`config.mk`:
```
export PLATFORM = sky130hd
export DESIGN_NAME = multicycle_ctrl
export DESIGN_NICKNAME = d
export VERILOG_FILES = /design/src/rtl/mc_pkg.sv /design/src/rtl/mc_decode.sv /design/src/rtl/multicycle_ctrl.sv
export SDC_FILE = /design/constraint.sdc
export NUM_CORES = 1
export LEC_CHECK = 0
export ABC_AREA = 1
export BUFFER_PORTS_ARGS = -buffer_cell sky130_fd_sc_hd__buf_2
export CAP_MARGIN = 20
export CORE_UTILIZATION = 41
export CTS_CLUSTER_DIAMETER = 50
export DETAILED_ROUTE_END_ITERATION = 12
export PLACE_DENSITY = 0.8
export SLEW_MARGIN = 30
export SYNTH_ARGS = -nofsm -noshare
export SYNTH_HDL_FRONTEND = slang
export SYNTH_HIERARCHICAL = 1
export SYNTH_SLANG_ARGS = --single-unit
export TNS_END_PERCENT = 20
```
`constraint.sdc`:
```
create_clock -name clk -period 1 [get_ports clk]
set_input_delay 0 -clock clk [delete_from_list [all_inputs] [get_ports clk]]
set_output_delay 0 -clock clk [all_outputs]
set_load 0.03 [all_outputs]
```
`src/rtl/mc_pkg.sv`:
```
// rtl/mc_pkg.sv - state, opcode, function and datapath select encodings for the multi-cycle sequencer
package mc_pkg;

  typedef enum logic [2:0] {
    ST_FETCH  = 3'd0,
    ST_DECODE = 3'd1,
    ST_EXEC   = 3'd2,
    ST_MEM    = 3'd3,
    ST_WB     = 3'd4,
    ST_TRAP   = 3'd5
  } state_t;

  localparam logic [5:0] OP_RTYPE = 6'b000000;
  localparam logic [5:0] OP_ORI   = 6'b001101;
  localparam logic [5:0] OP_LW    = 6'b100011;
  localparam logic [5:0] OP_SW    = 6'b101011;
  localparam logic [5:0] OP_BEQ   = 6'b000100;
  localparam logic [5:0] OP_LUI   = 6'b001111;
  localparam logic [5:0] OP_JAL   = 6'b000011;

  localparam logic [5:0] FN_ADD   = 6'b100000;
  localparam logic [5:0] FN_SUB   = 6'b100010;
  localparam logic [5:0] FN_XOR   = 6'b100110;
  localparam logic [5:0] FN_JR    = 6'b001000;

  localparam logic [2:0] ALU_ADD  = 3'b000;
  localparam logic [2:0] ALU_SUB  = 3'b001;
  localparam logic [2:0] ALU_XOR  = 3'b010;
  localparam logic [2:0] ALU_OR   = 3'b011;
  localparam logic [2:0] ALU_LUI  = 3'b100;

  localparam logic [1:0] NPC_PC4  = 2'b00;
  localparam logic [1:0] NPC_BR   = 2'b01;
  localparam logic [1:0] NPC_JAL  = 2'b10;
  localparam logic [1:0] NPC_RS   = 2'b11;

  localparam logic [1:0] A3_RD    = 2'b00;
  localparam logic [1:0] A3_RT    = 2'b01;
  localparam logic [1:0] A3_RA    = 2'b10;

  localparam logic [1:0] WD_ALU   = 2'b00;
  localparam logic [1:0] WD_DM    = 2'b01;
  localparam logic [1:0] WD_PC4   = 2'b10;

  // One-hot instruction class; exactly one field is set for any word.
  typedef struct packed {
    logic is_add;
    logic is_sub;
    logic is_xor;
    logic is_jr;
    logic is_ori;
    logic is_lw;
    logic is_sw;
    logic is_beq;
    logic is_lui;
    logic is_jal;
    logic is_nop;
    logic is_illegal;
  } iclass_t;

endpackage

```
`src/rtl/mc_decode.sv`:
```
// rtl/mc_decode.sv - instruction word to one-hot instruction class, with illegal flag
module mc_decode
  import mc_pkg::*;
(
  input  logic [31:0] ins,
  output logic [11:0] cls
);

  iclass_t c;
  logic [5:0] op;
  logic [5:0] fn;

  assign op  = ins[31:26];
  assign fn  = ins[5:0];
  assign cls = c;

  // Only the all-zero word is nop; any other unlisted opcode or func is illegal.
  always_comb begin
    c = '0;
    if (ins == 32'd0) begin
      c.is_nop = 1'b1;
    end else begin
      case (op)
        OP_RTYPE: begin
          case (fn)
            FN_ADD:  c.is_add     = 1'b1;
            FN_SUB:  c.is_sub     = 1'b1;
            FN_XOR:  c.is_xor     = 1'b1;
            FN_JR:   c.is_jr      = 1'b1;
            default: c.is_illegal = 1'b1;
          endcase
        end
        OP_ORI:  c.is_ori     = 1'b1;
        OP_LW:   c.is_lw      = 1'b1;
        OP_SW:   c.is_sw      = 1'b1;
        OP_BEQ:  c.is_beq     = 1'b1;
        OP_LUI:  c.is_lui     = 1'b1;
        OP_JAL:  c.is_jal     = 1'b1;
        default: c.is_illegal = 1'b1;
      endcase
    end
  end

endmodule

```
`src/rtl/multicycle_ctrl.sv`:
```
// rtl/multicycle_ctrl.sv - multi-cycle control sequencer; MC_ILLEGAL_TRAP_EN selects trap-on-illegal
module multicycle_ctrl
  import mc_pkg::*;
#(
  parameter int FETCH_WAIT = 0,
  parameter int MEM_WAIT   = 0
) (
  input  logic        clk,
  input  logic        reset,
  input  logic [31:0] ins,
  input  logic        zero,
  output logic        pc_we,
  output logic        ir_we,
  output logic [1:0]  npc_sel,
  output logic        grf_we,
  output logic [1:0]  a3_sel,
  output logic [1:0]  grf_wd_sel,
  output logic        alu_b_sel,
  output logic        imm_sext,
  output logic [2:0]  alu_op,
  output logic        dm_we,
  output logic        instr_done,
  output logic [2:0]  state_o
);

  localparam logic [3:0] FETCH_LAST = 4'(FETCH_WAIT);
  localparam logic [3:0] MEM_LAST   = 4'(MEM_WAIT);

  state_t     state;
  logic [3:0] wait_cnt;
  iclass_t    cls;
  logic       fetch_last;
  logic       mem_last;
  logic       retire_nop;
  logic       to_wb;

  mc_decode u_decode (
    .ins (ins),
    .cls (cls)
  );

  assign fetch_last = (wait_cnt == FETCH_LAST);
  assign mem_last   = (wait_cnt == MEM_LAST);
  assign to_wb      = cls.is_add | cls.is_sub | cls.is_xor | cls.is_ori | cls.is_lui;
  assign state_o    = state;

`ifdef MC_ILLEGAL_TRAP_EN
  assign retire_nop = cls.is_nop;
`else
  assign retire_nop = cls.is_nop | cls.is_illegal;
`endif

  // Phase sequencing; the wait counter only runs in FETCH and MEM and is cleared on leaving them.
  always_ff @(posedge clk) begin
    if (reset) begin
      state    <= ST_FETCH;
      wait_cnt <= 4'd0;
    end else begin
      case (state)
        ST_FETCH: begin
          if (fetch_last) begin
            wait_cnt <= 4'd0;
            state    <= ST_DECODE;
          end else begin
            wait_cnt <= wait_cnt + 4'd1;
          end
        end
        ST_DECODE: begin
          if (retire_nop)      state <= ST_FETCH;
          else if (cls.is_jal) state <= ST_WB;
          else                 state <= ST_EXEC;
`ifdef MC_ILLEGAL_TRAP_EN
          if (cls.is_illegal)  state <= ST_TRAP;
`endif
        end
        ST_EXEC: begin
          if (cls.is_lw | cls.is_sw) state <= ST_MEM;
          else if (to_wb)            state <= ST_WB;
          else                       state <= ST_FETCH;
        end
        ST_MEM: begin
          if (mem_last) begin
            wait_cnt <= 4'd0;
            state    <= cls.is_lw ? ST_WB : ST_FETCH;
          end else begin
            wait_cnt <= wait_cnt + 4'd1;
          end
        end
        ST_WB:   state <= ST_FETCH;
`ifdef MC_ILLEGAL_TRAP_EN
        ST_TRAP: state <= ST_TRAP;
`endif
        default: state <= ST_FETCH;
      endcase
    end
  end

  // Control outputs from state and decoded IR; reset forces every output to 0 so an aborted instruction writes nothing.
  always_comb begin
    pc_we      = 1'b0;
    ir_we      = 1'b0;
    npc_sel    = NPC_PC4;
    grf_we     = 1'b0;
    a3_sel     = A3_RD;
    grf_wd_sel = WD_ALU;
    alu_b_sel  = 1'b0;
    imm_sext   = 1'b0;
    alu_op     = ALU_ADD;
    dm_we      = 1'b0;
    instr_done = 1'b0;
    if (!reset) begin
      // ALU setup is held from EXEC until the instruction retires so MEM and WB see a stable result.
      if (state == ST_EXEC || state == ST_MEM || state == ST_WB) begin
        if (cls.is_add)                alu_op = ALU_ADD;
        if (cls.is_sub | cls.is_beq)   alu_op = ALU_SUB;
        if (cls.is_xor)                alu_op = ALU_XOR;
        if (cls.is_ori) begin
          alu_op    = ALU_OR;
          alu_b_sel = 1'b1;
        end
        if (cls.is_lui) begin
          alu_op    = ALU_LUI;
          alu_b_sel = 1'b1;
        end
        if (cls.is_lw | cls.is_sw) begin
          alu_op    = ALU_ADD;
          alu_b_sel = 1'b1;
          imm_sext  = 1'b1;
        end
      end
      case (state)
        ST_FETCH:  ir_we = fetch_last;
        ST_DECODE: begin
          if (retire_nop) begin
            pc_we      = 1'b1;
            instr_done = 1'b1;
          end
        end
        ST_EXEC: begin
          if (cls.is_beq) begin
            pc_we      = 1'b1;
            instr_done = 1'b1;
            npc_sel    = zero ? NPC_BR : NPC_PC4;
          end else if (cls.is_jr) begin
            pc_we      = 1'b1;
            instr_done = 1'b1;
            npc_sel    = NPC_RS;
          end
        end
        ST_MEM: begin
          if (cls.is_sw && mem_last) begin
            dm_we      = 1'b1;
            pc_we      = 1'b1;
            instr_done = 1'b1;
          end
        end
        ST_WB: begin
          grf_we     = 1'b1;
          pc_we      = 1'b1;
          instr_done = 1'b1;
          if (cls.is_jal) begin
            a3_sel     = A3_RA;
            grf_wd_sel = WD_PC4;
            npc_sel    = NPC_JAL;
          end else if (cls.is_lw) begin
            a3_sel     = A3_RT;
            grf_wd_sel = WD_DM;
          end else if (cls.is_ori | cls.is_lui) begin
            a3_sel     = A3_RT;
          end
        end
        default: ;
      endcase
    end
  end

endmodule

```
==> metrics.json <==
{
  "maxCapViolCount": 0,
  "max-vdd-ir-drop_mv": 1.913,
  "layout-drive-gt1-share_pct": 62.02,
  "arrival_time_reported_for_the_critical_path_endpoint_ns": 1.68,
  "crit_path_start": "ins[23]",
  "cts-root-to-sink-buffers": 2,
  "worstSetupEndpoint": "alu_op[0]",
  "area_growth_syn_to_layout_pct": 108.7,
  "timing.setup.critical_path_class": "input port to output pin",
  "cts.root.buffer_cell": "clkbuf_4",
  "rows": 17,
  "period_share_pct": 167.6,
  "dpl-instance-area_um2": 1707,
  "timing.rr.start": "state_o[0]",
  "synth-warning-count": 6,
  "dpl.cell_count": 307,
  "worst-path-stages": 13,
  "first_iter_violations": 116,
  "multiInputGateArea_um2": 1035,
  "upper_clock_frequency_limit_ghz": 0.5966,
  "worstRegToRegCells": 8,
  "grt_usage_pct": 28.96,
  "dpl.hpwl_um": 2631,
  "unrepaired_setup_endpoints_after_global_routing": "true",
  "weighted_congestion_reported_at_the_end_of_routability_driven_placement": 0.9114,
  "timing.hold.worst.class": "input port to register",
  "clkLatencyLatePin_ns": 0.27,
  "crit_path_cell_trace": "buf_2 -> nor2_2 -> nand2_1 -> nor2_1 -> nand2_2 -> o21ai_2 -> buf_4 -> nor2_2 -> nor2_1 -> nor2_1 -> o21ai_1 -> nor2_2 -> buf_6",
  "cp-end-kind": "output pin",
  "fin_skew_ns": 0.009407,
  "final_max_slew_viol_count": 0,
  "critPathMaxFanout": 3,
  "placement.io_buffers": 53,
  "wl_per_cell_um": 18.13,
  "synthArstFlopShare_pct": 0,
  "final_antenna_net_count": 0,
  "die_y_um": 51.96,
  "violations": "negative setup slack",
  "holdPathStages": 3,
  "grt_pass1_wl_um": 5920,
  "route.detailed.drc": 0,
  "ys_dominant_reg_cell": "dfxtp_1",
  "gr-total-overflow": 0,
  "path_clk_slew_ns": 0.06,
  "worst_ep_required_time_ns": 1.00,
  "place_worst_setup_slack_ns": -0.3833,
  "period_minus_slack_ns": 1.676,
  "timing.critical_path.buf_inv": 3,
  "num-fill-cells": 75,
  "setup_slack_of_the_most_critical_reg_to_reg_path_ns": -0.30,
  "static-leakage-power_nw": 1.009,
  "tritoncts_clock_tree": "yes",
  "slowest_delay_ns": 0.21,
  "timing.hold.worst.start": "reset",
  "kind_of_cell_adding_the_most_delay_to_the_critical_path": "simple AND/OR/NAND/NOR gates",
  "worst_slew_pin_slew_ns": 0.4077,
  "floorplan.die_area_um2": 2700,
  "cp-start-kind": "input port",
  "synth_top_cells_by_area": "nor2_1 18%, dfxtp_1 14%, nand2_1 12%",
  "powerDensity_nw_per_um2": 1293,
  "critical_path.slowest_cell": "o21ai_1",
  "tritoncts_num_sinks": 7,
  "core_area_um2": 2276,
  "floorplan.initialDensity_pct": 44.97,
  "initial_antenna_violation_count": 0,
  "design.portCount": 54,
  "synth_top_cell_area_share_pct": 17.97,
  "timing.rr.end": "state_o[2]",
  "post_synth_most_frequent_cells": "49 x nor2_1, 33 x nand2_1, 28 x inv_1",
  "finalHoldViolCount": 0,
  "fin_worst_hold_slack_ns": 0.07139,
  "yosysUniqueCellTypes": 24,
  "vias": 1813,
  "insertedDiodeCount": 0,
  "die_w_um": 51.96,
  "num-nets-final": 325,
  "most_common_cell_in_the_netlist": "nor2_1",
  "synthesis.nets": 227,
  "tritoncts.num_buffers": 3,
  "post_layout_nonfiller_instances": 315,
  "ys_seq_area_share_pct": 13.69,
  "synth_enable_flop_cells": 0,
  "synth_seq_cells": 7,
  "synthesis.area_um2": 1023,
  "setup_viol": 24,
  "post_synth.cell_area_avg_um2": 5.387,
  "final_area_um2": 2136,
  "cts_htree_levels": 1,
  "sequential_cell_area_um2": 152.6,
  "netlist_instances": 190,
  "grt_max_degree": 11,
  "totalWireLength_um": 5710,
  "slew_headroom_pct": 72.57,
  "final_critical_path_setup_slack_ns": -0.6761,
  "total_power_mw": 2.761,
  "post_drt_via_cell_ratio": 5.756,
  "timing.setup.tns_ns": -8.795,
  "hold_buffers": 0,
  "drt_first_pass_iters": 5,
  "postLayoutCoreUtil_pct": 93.84,
  "post-synth-top-area-cell": "nor2_1",
  "vias_in_the_first_global_route": 1445,
  "status": "finished, violations left"
}
[worst min-delay path by stage]
stage	to	slack, ns
after CTS	wait_cnt[3]	0.05
after global placement	wait_cnt[2]	0.32
after floorplan	instr_done	0.04
after detailed placement	wait_cnt[3]	0.33
final	wait_cnt[3]	0.07
after global routing	wait_cnt[3]	0.08
[report_power, final]
group / switching (mW) / total (mW) / internal, mW
logic: 1.09 / 2.05 / 0.956
registers: 0.0788 / 0.436 / 0.357
clock network: 0.124 / 0.278 / 0.154
total: 1.29 / 2.76 / 1.47
[kinds of logic after synthesis]
kind of cell               after synthesis  synth area share [%]
adders and majority gates                2                 2.445
DFF                                      7                 13.69
AOI/OAI and AO/OA                       13                 7.824
and+or+nand+nor                        132                 61.61
xor gates and xnor gates                 1                0.8559
buffers and inverters                   35                 13.57
[routing by layer]
metal / part of all wire [%] / vias to the layer above / wire length [um] / track usage, %
li1: - / 789 / - / -
met1: 35 / 818 / 1971 / 31.76
met2: 49 / 154 / 2824 / 56.84
met3: 8.8 / 52 / 500 / 1.462
met4: 7.2 / 0 / 413 / 10.81
met5: 0 / - / 0 / 0
[layout make-up]
type | instances | area share [%]
multi-input combinational | 148 | 48.45
timing repair buffer | 95 | 35.62
sequential | 7 | 7.147
inverter | 33 | 5.917
tap | 28 | 1.640
clock buffer | 4 | 1.230
[registers in the layout (all words and copies together), names as in the netlist]
name and count:
state_o 3, wait_cnt 4
[cell usage in the layout (no fill, tap or decap)]
cell type   n
a21oi_1     1
a21oi_2     4
buf_12      2
buf_2      27
buf_4      42
buf_6      24
clkbuf_1    1
clkbuf_4    3
dfxtp_1     3
dfxtp_2     1
dfxtp_4     3
ha_1        1
ha_4        1
inv_1      23
inv_2       9
inv_4       1
nand2_1    26
nand2_2     7
nand2_4     5
nand3_1    13
nand3_2     4
nand3_4     2
nand4_1     4
nor2_1     28
nor2_2     14
nor2_4     16
nor3_1      2
nor3_2      3
nor3_4      5
nor3b_2     1
nor4_1      1
nor4_4      1
o21ai_0     2
o21ai_1     3
o21ai_2     3
xor2_1      1
[worst min-delay path, cell delays in order]
cell and delay, ns:
buf_2 0.10, buf_4 0.16, a21oi_2 0.04
[repair_timing]
action / CTS / global route
gates resized for setup: 37 / 60
setup buffers: 1 / 3
pin swaps: 6 / 33
setup endpoints to repair: 23 / 23
(Power assumes the default switching activity.)
